<file path="config.mk">
export PLATFORM = sky130hd
export DESIGN_NAME = round_key_store_flat
export DESIGN_NICKNAME = d
export VERILOG_FILES = /design/src/rtl/round_key_store_if.sv /design/src/rtl/round_key_store.sv /design/src/flat_wrapper.sv
export SDC_FILE = /design/constraint.sdc
export NUM_CORES = 2
export LEC_CHECK = 0
export CORE_ASPECT_RATIO = 1.5
export CORE_MARGIN = 1
export CORE_UTILIZATION = 55
export CTS_BUF_LIST = sky130_fd_sc_hd__clkbuf_8
export CTS_CLUSTER_SIZE = 12
export DETAILED_ROUTE_END_ITERATION = 10
export PLACE_DENSITY = 0.75
export SETUP_SLACK_MARGIN = 0.02
export SYNTH_ARGS = -nofsm -noshare
export SYNTH_HDL_FRONTEND = slang
export SYNTH_SLANG_ARGS = --single-unit
</file>
<file path="constraint.sdc">
create_clock -name clk -period 5.5 [get_ports clk]
set_input_delay 1.1 -clock clk [delete_from_list [all_inputs] [get_ports clk]]
set_output_delay 1.1 -clock clk [all_outputs]
set_load 0.01 [all_outputs]
</file>
<file path="src/rtl/round_key_store_if.sv">
// Bus between the round key store, its host and the key expansion stage.
// The master side (host and expansion stage) drives keys, load, ks_rk and read requests.
// The slave side (the store) drives status, the expansion controls and rk_out.
interface round_key_store_if;
  logic [127:0] key_in;
  logic         load;
  logic         busy;
  logic         ready;
  logic [127:0] ks_key;
  logic [3:0]   ks_ctr;
  logic [127:0] ks_rk;
  logic [3:0]   rd_idx;
  logic         rd_rev;
  logic [127:0] rk_out;

  modport master (
    output key_in, load, ks_rk, rd_idx, rd_rev,
    input  busy, ready, ks_key, ks_ctr, rk_out
  );

  modport slave (
    input  key_in, load, ks_rk, rd_idx, rd_rev,
    output busy, ready, ks_key, ks_ctr, rk_out
  );
endinterface

</file>
<file path="src/rtl/round_key_store.sv">
// AES-128 round key store.
// It steps the expansion stage's round counter and captures its registered output,
// one round key per cycle, into an 11-entry buffer. Once all keys are in the buffer,
// it serves them by index in forward order or reverse order with 1-cycle latency.
module round_key_store #(
  parameter int NR = 10
) (
  input  logic             clk,
  input  logic             rst_n,
  round_key_store_if.slave bus
);

  localparam int         DEPTH = NR + 1;
  localparam logic [3:0] LAST  = 4'(NR);

  typedef enum logic [1:0] {IDLE, EXPAND, READY} state_t;

  state_t       state, state_next;
  logic         load_acc;
  logic         issue;
  logic         cap_done;
  logic [3:0]   cnt;
  logic         cap_valid;
  logic [3:0]   cap_idx;
  logic [127:0] rk_buf [DEPTH];
  logic [3:0]   rd_sel;
  logic [127:0] rd_word;

  // A counter value is issued to the stage while expanding and cnt has not passed the last round.
  // Capture of the final round key marks completion.
  assign issue    = (state == EXPAND) && (cnt <= LAST);
  assign cap_done = cap_valid && (cap_idx == LAST);

  // State register.
  // NOTE: sequential state uses non-blocking assignments only, so every flop samples pre-edge values.
  always_ff @(posedge clk or negedge rst_n) begin
    if (!rst_n) state <= IDLE;
    else        state <= state_next;
  end

  // Next-state logic. A load is accepted only when no expansion is running.
  always_comb begin
    // NOTE: every output of this block gets a default first, so no path can infer a latch.
    state_next = state;
    load_acc   = 1'b0;
    case (state)
      IDLE, READY: begin
        if (bus.load) begin
          load_acc   = 1'b1;
          state_next = EXPAND;
        end
      end
      EXPAND:  if (cap_done) state_next = READY;
      default: state_next = IDLE;
    endcase
  end

  // Issue side: latch the key and step ks_ctr 0..10.
  // cap_valid/cap_idx delay the issue by one cycle to line up with the registered ks_rk.
  always_ff @(posedge clk or negedge rst_n) begin
    if (!rst_n) begin
      cnt        <= '0;
      cap_valid  <= 1'b0;
      cap_idx    <= '0;
      bus.ks_key <= '0;
      bus.ks_ctr <= '0;
    end else if (load_acc) begin
      cnt        <= '0;
      cap_valid  <= 1'b0;
      cap_idx    <= '0;
      bus.ks_key <= bus.key_in;
      bus.ks_ctr <= '0;
    end else begin
      cap_valid <= issue;
      cap_idx   <= cnt;
      if (issue) begin
        cnt        <= cnt + 4'd1;
        bus.ks_ctr <= (cnt < LAST) ? cnt + 4'd1 : 4'd0;
      end else begin
        bus.ks_ctr <= '0;
      end
    end
  end

  // Status flags, registered from the next state.
  always_ff @(posedge clk or negedge rst_n) begin
    if (!rst_n) begin
      bus.busy  <= 1'b0;
      bus.ready <= 1'b0;
    end else begin
      bus.busy  <= (state_next == EXPAND);
      bus.ready <= (state_next == READY);
    end
  end

  // Round key buffer, written from the expansion stage one cycle after each issue.
  always_ff @(posedge clk or negedge rst_n) begin
    if (!rst_n) begin
      // NOTE: the buffer is cleared on reset so that no key from before the reset
      // stays in the flops. This rules out a RAM macro here.
      for (int i = 0; i < DEPTH; i++) rk_buf[i] <= '0;
    end else if (cap_valid && (cap_idx <= LAST)) begin
      rk_buf[cap_idx] <= bus.ks_rk;
    end
  end

  // The read mux selects the forward entry or the reversed entry.
  // Out-of-range indices return zero.
  assign rd_sel  = bus.rd_rev ? (LAST - bus.rd_idx) : bus.rd_idx;
  assign rd_word = (bus.rd_idx <= LAST) ? rk_buf[rd_sel] : '0;

  // Registered read port. The output is zero unless all keys are valid.
  always_ff @(posedge clk or negedge rst_n) begin
    if (!rst_n) bus.rk_out <= '0;
    else        bus.rk_out <= bus.ready ? rd_word : '0;
  end

endmodule

</file>
<file path="src/flat_wrapper.sv">
// flat-port wrapper written by rule: the top's interface ports become plain ports
module round_key_store_flat 
#(
  parameter int NR = 10
)
  (clk, rst_n, bus_key_in, bus_load, bus_ks_rk, bus_rd_idx, bus_rd_rev, bus_busy, bus_ready, bus_ks_key, bus_ks_ctr, bus_rk_out);
  round_key_store_if bus_i ();
  input  logic clk;
  input  logic rst_n;
  input wire logic [$bits(bus_i.key_in)-1:0] bus_key_in;
  input wire logic [$bits(bus_i.load)-1:0] bus_load;
  input wire logic [$bits(bus_i.ks_rk)-1:0] bus_ks_rk;
  input wire logic [$bits(bus_i.rd_idx)-1:0] bus_rd_idx;
  input wire logic [$bits(bus_i.rd_rev)-1:0] bus_rd_rev;
  output wire logic [$bits(bus_i.busy)-1:0] bus_busy;
  output wire logic [$bits(bus_i.ready)-1:0] bus_ready;
  output wire logic [$bits(bus_i.ks_key)-1:0] bus_ks_key;
  output wire logic [$bits(bus_i.ks_ctr)-1:0] bus_ks_ctr;
  output wire logic [$bits(bus_i.rk_out)-1:0] bus_rk_out;
  assign bus_i.key_in = bus_key_in;
  assign bus_i.load = bus_load;
  assign bus_i.ks_rk = bus_ks_rk;
  assign bus_i.rd_idx = bus_rd_idx;
  assign bus_i.rd_rev = bus_rd_rev;
  assign bus_busy = bus_i.busy;
  assign bus_ready = bus_i.ready;
  assign bus_ks_key = bus_i.ks_key;
  assign bus_ks_ctr = bus_i.ks_ctr;
  assign bus_rk_out = bus_i.rk_out;
  round_key_store #(.NR(NR)) u_core (.clk(clk), .rst_n(rst_n), .bus(bus_i));
endmodule
</file>
==> impl_results.md <==
- Mux share of post-synthesis cell area: 33.69%
- Die width: about 300 µm
- Power Dens Cells: between 500 and 600 nW/µm²
- Hold Path Class: in -> async
- Vias per cell: 5.977
- GRT Resource Usage Total: 27.25%
- GR Layer Usage met1: 34.08%
- Clock slew at reported path FFs: 0.06 ns
- Worst-case clock skew: 0.04179 ns
- Main combinational cell family by area after synthesis: multiplexers
- Slowest cell on crit path: dfrtp_1
- Met3 Use GR: roughly 6.6%
- # hold bufs at CTS: 0
- Worst Max-Slew Pin Slew: 1.108 ns
- Clk Latency, worst-skew pair: 0.96 ns
- Share of cells above drive strength 1: 42.25%
- GR Overflow Total: 0
- Setup bufs post-CTS: 0
- Comb pwr share: 31.5%
- Core box area: 130,100 µm²
- Fin. Hold Viols: 0
- Worst EP arrival: roughly 2.4 ns
- Leak: 0.03583 µW
- # IOs: 526
- Distinct cells, synth: 33
- Mapped Nets: 5,059
- Yosys top cell by area: dfrtp_1
- EDFF count, synth: 0
- Largest net degree at the start of global routing: roughly 150
- RSZ-0062 raised after global routing: no
- Synth warnings: 0
- # rows: 162
- Setup CP Type: reg -> out
- Worst rel slew slack: between 20% and 30%
- Max Transition Viols Final: 0
- Maximum fanout along the worst path: 3
- Placed cell areas: just under 80,000 µm²
- Final Critical Period: 3.480 ns
- Synth top area cells: dfrtp_1, mux2_2, mux4_2
- Fraction of registers with async set/reset: between 90% and 100%
- First-pass GRT wire length: 275,900 µm
- CTS Buf Count: 240
- Setup TNS Final: 0 ns
- Sw Ratio: 28.61%
- Post-DP HPWL: 100,600 µm
- Clock Root Buffer: clkbuf_8
- Final Cell Area: 84,060 µm²
- Syn_area_per_cell: 15.09 µm²
- H-tree depth: 4
- Clk pwr share: 22.5%
- Area delta synth->final: 16.24%
- Vias post-DR: 42.54k
- Gate Count Post-Synth: 4,791
- Core Util, Final: 64.60%
- Crit path launch type: flop
- Max stage delay on crit path: 0.73 ns
- CTS tree: done
- CP Data Required Time: 4.40 ns
- Tcrit/Tclk final: 63.26%
- Initial antenna violation count: 31
- Vias in the first global route: around 46k
- Max Cap Violations: 0
- Die extent in y: about 450 µm
- Busiest grt layer: met2
- Drt first pass iters: 5
- Levels on crit path: 1
- Outcome: complete, no violations
- Post-synthesis sequential area ratio: 58.17%
- Setup violators final: 0
- Final ANT Viol Nets: 0
- Yosys top cell area share: 58.17%
- Predominant post-synthesis flop cell: dfrtp_1
- Iteration-0 DRC Markers: 2,464
- Mapped Area: 72,310 µm²
- Post-CTS sizing: 0
- CP Buf/Inv Count: 1
- Int Pwr: 32,610 µW
- Initial Util: between 50% and 60%
- CP endpoint kind: output port
- Clk sinks: 1,681
- Post-Synth Adder-Cell Area: less than 1%
- Final #Nets: 5,455
- Final RePlAce weighted congestion: 0.7620
- Full die area: 133,000 µm²
- Most frequent cells in the layout: dfrtp_1, mux2_2, clkdlybuf4s50_1, clkbuf_8, nand2_1
- Most common cell after layout, fill and taps aside: dfrtp_1
- F_max: 287.4 MHz
- DRC violations left: 0
- Max clock buf depth: 3
- R2R depth: 5
- Fin Hold WS: between 0.1 and 0.15 ns
- WL/cell: approximately 25 µm
- Crit path cell chain: clkdlybuf4s50_1
- IO Port Bufs: 525
- Synth Area in Compound Gates: 3.261%
- Crit-path leading delay family: flip-flops
- Total power draw: 45,680 µW
- Xor and xnor area share after synthesis: less than 1%
- Final WL: 177,800 µm
- Reg power frac: between 40 and 50%
- M2 GR Usage: 46.52%
- Synth Area in Simple Gates: 1.680%
- Max IR drop VDD: around 0.00037 V
- Net Switching: 13,070 µW
- FF+latch count, synth: around 1.7k
## registers in the layout, summed over array words and instances, names as in the netlist
name	count
u_core.bus.ready	1
u_core.bus.busy	1
u_core.cnt	4
u_core.rk_buf	1408
u_core.state	2
u_core.bus.rk_out	128
u_core.cap_idx	4
u_core.cap_valid	1
u_core.bus.ks_key	128
u_core.bus.ks_ctr	4
## synthesized netlist by cell type, drive strengths merged, types with 9 or more instances
library cell,instances
nor2,14
mux4,256
a21oi,134
a31oi,128
dfrtp,1681
o22ai,128
nand2,266
buf,227
clkbuf,242
mux2,1537
mux2i,129
nor2b,9
## worst reg2reg max path, stage by stage, from the launching register on
cell	delay (ns)
dfrtp_1	0.39
nor3b_1	0.90
nand2b_4	0.76
buf_12	0.48
buf_12	0.28
mux2_2	0.44
## worst paths after layout
path                               startpoint                   to  slack, ns
max in group asynchronous               rst_n   u_core.rk_buf[429]       3.91
hold / removal                          rst_n   u_core.rk_buf[270]       0.14
min in group clk           u_core.rk_buf[904]   u_core.rk_buf[904]       0.50
setup reg to reg            u_core.cap_idx[3]  u_core.rk_buf[1154]       2.13
setup / recovery             u_core.bus.ready            bus_ready       2.02
hold reg to reg            u_core.rk_buf[904]   u_core.rk_buf[904]       0.50
## stage by stage
step	cells	worst slack [ns]
finish	7117	2.020
global route	7114	1.941
CTS	7106	1.852
detailed placement	6667	1.164
global placement	6667	1.209
floorplan	4791	1.973
## area by class of cell
| class | instances | area [µm²] |
|---|---|---|
| clock buffer | 319 | 4390 |
| timing repair buffer | 623 | 6476 |
| inverter | 4 | 22.52 |
| tap | 1722 | 2155 |
| antenna | 11 | 27.53 |
| fill | 9533 | 46070 |
| multi-input combinational | 2637 | 28170 |
| sequential | 1681 | 42070 |
| clock inverter | 120 | 750.7 |
## power by group through the flow
stage	sequential (µW)	combinational [µW]	clock [µW]
2_1_floorplan	20400	10600	0
3_3_place_gp	20900	14000	0
3_5_place_dp	21200	14500	0
4_1_cts	21000	14500	10500
5_1_grt	21700	15500	11000
6_report	21000	14400	10300
## logic make-up after synthesis
group                    after synthesis
AND/OR/NAND/NOR                      305
buffers and inverters                473
flip-flops                          1681
XOR/XNOR                               3
adder cells (fa/ha/maj)                4
multiplexers                        1922
AO/OA/AOI/OAI                        403
## metal layers
| layer | wire (µm) | part of all wire, % |
|---|---|---|
| met5 | 229 | 0.13 |
| met4 | 4861 | 2.7 |
| met3 | 10730 | 6.0 |
| met2 | 91090 | 51 |
| met1 | 70850 | 40 |
Note: power is estimated with default switching activity, not from simulation.
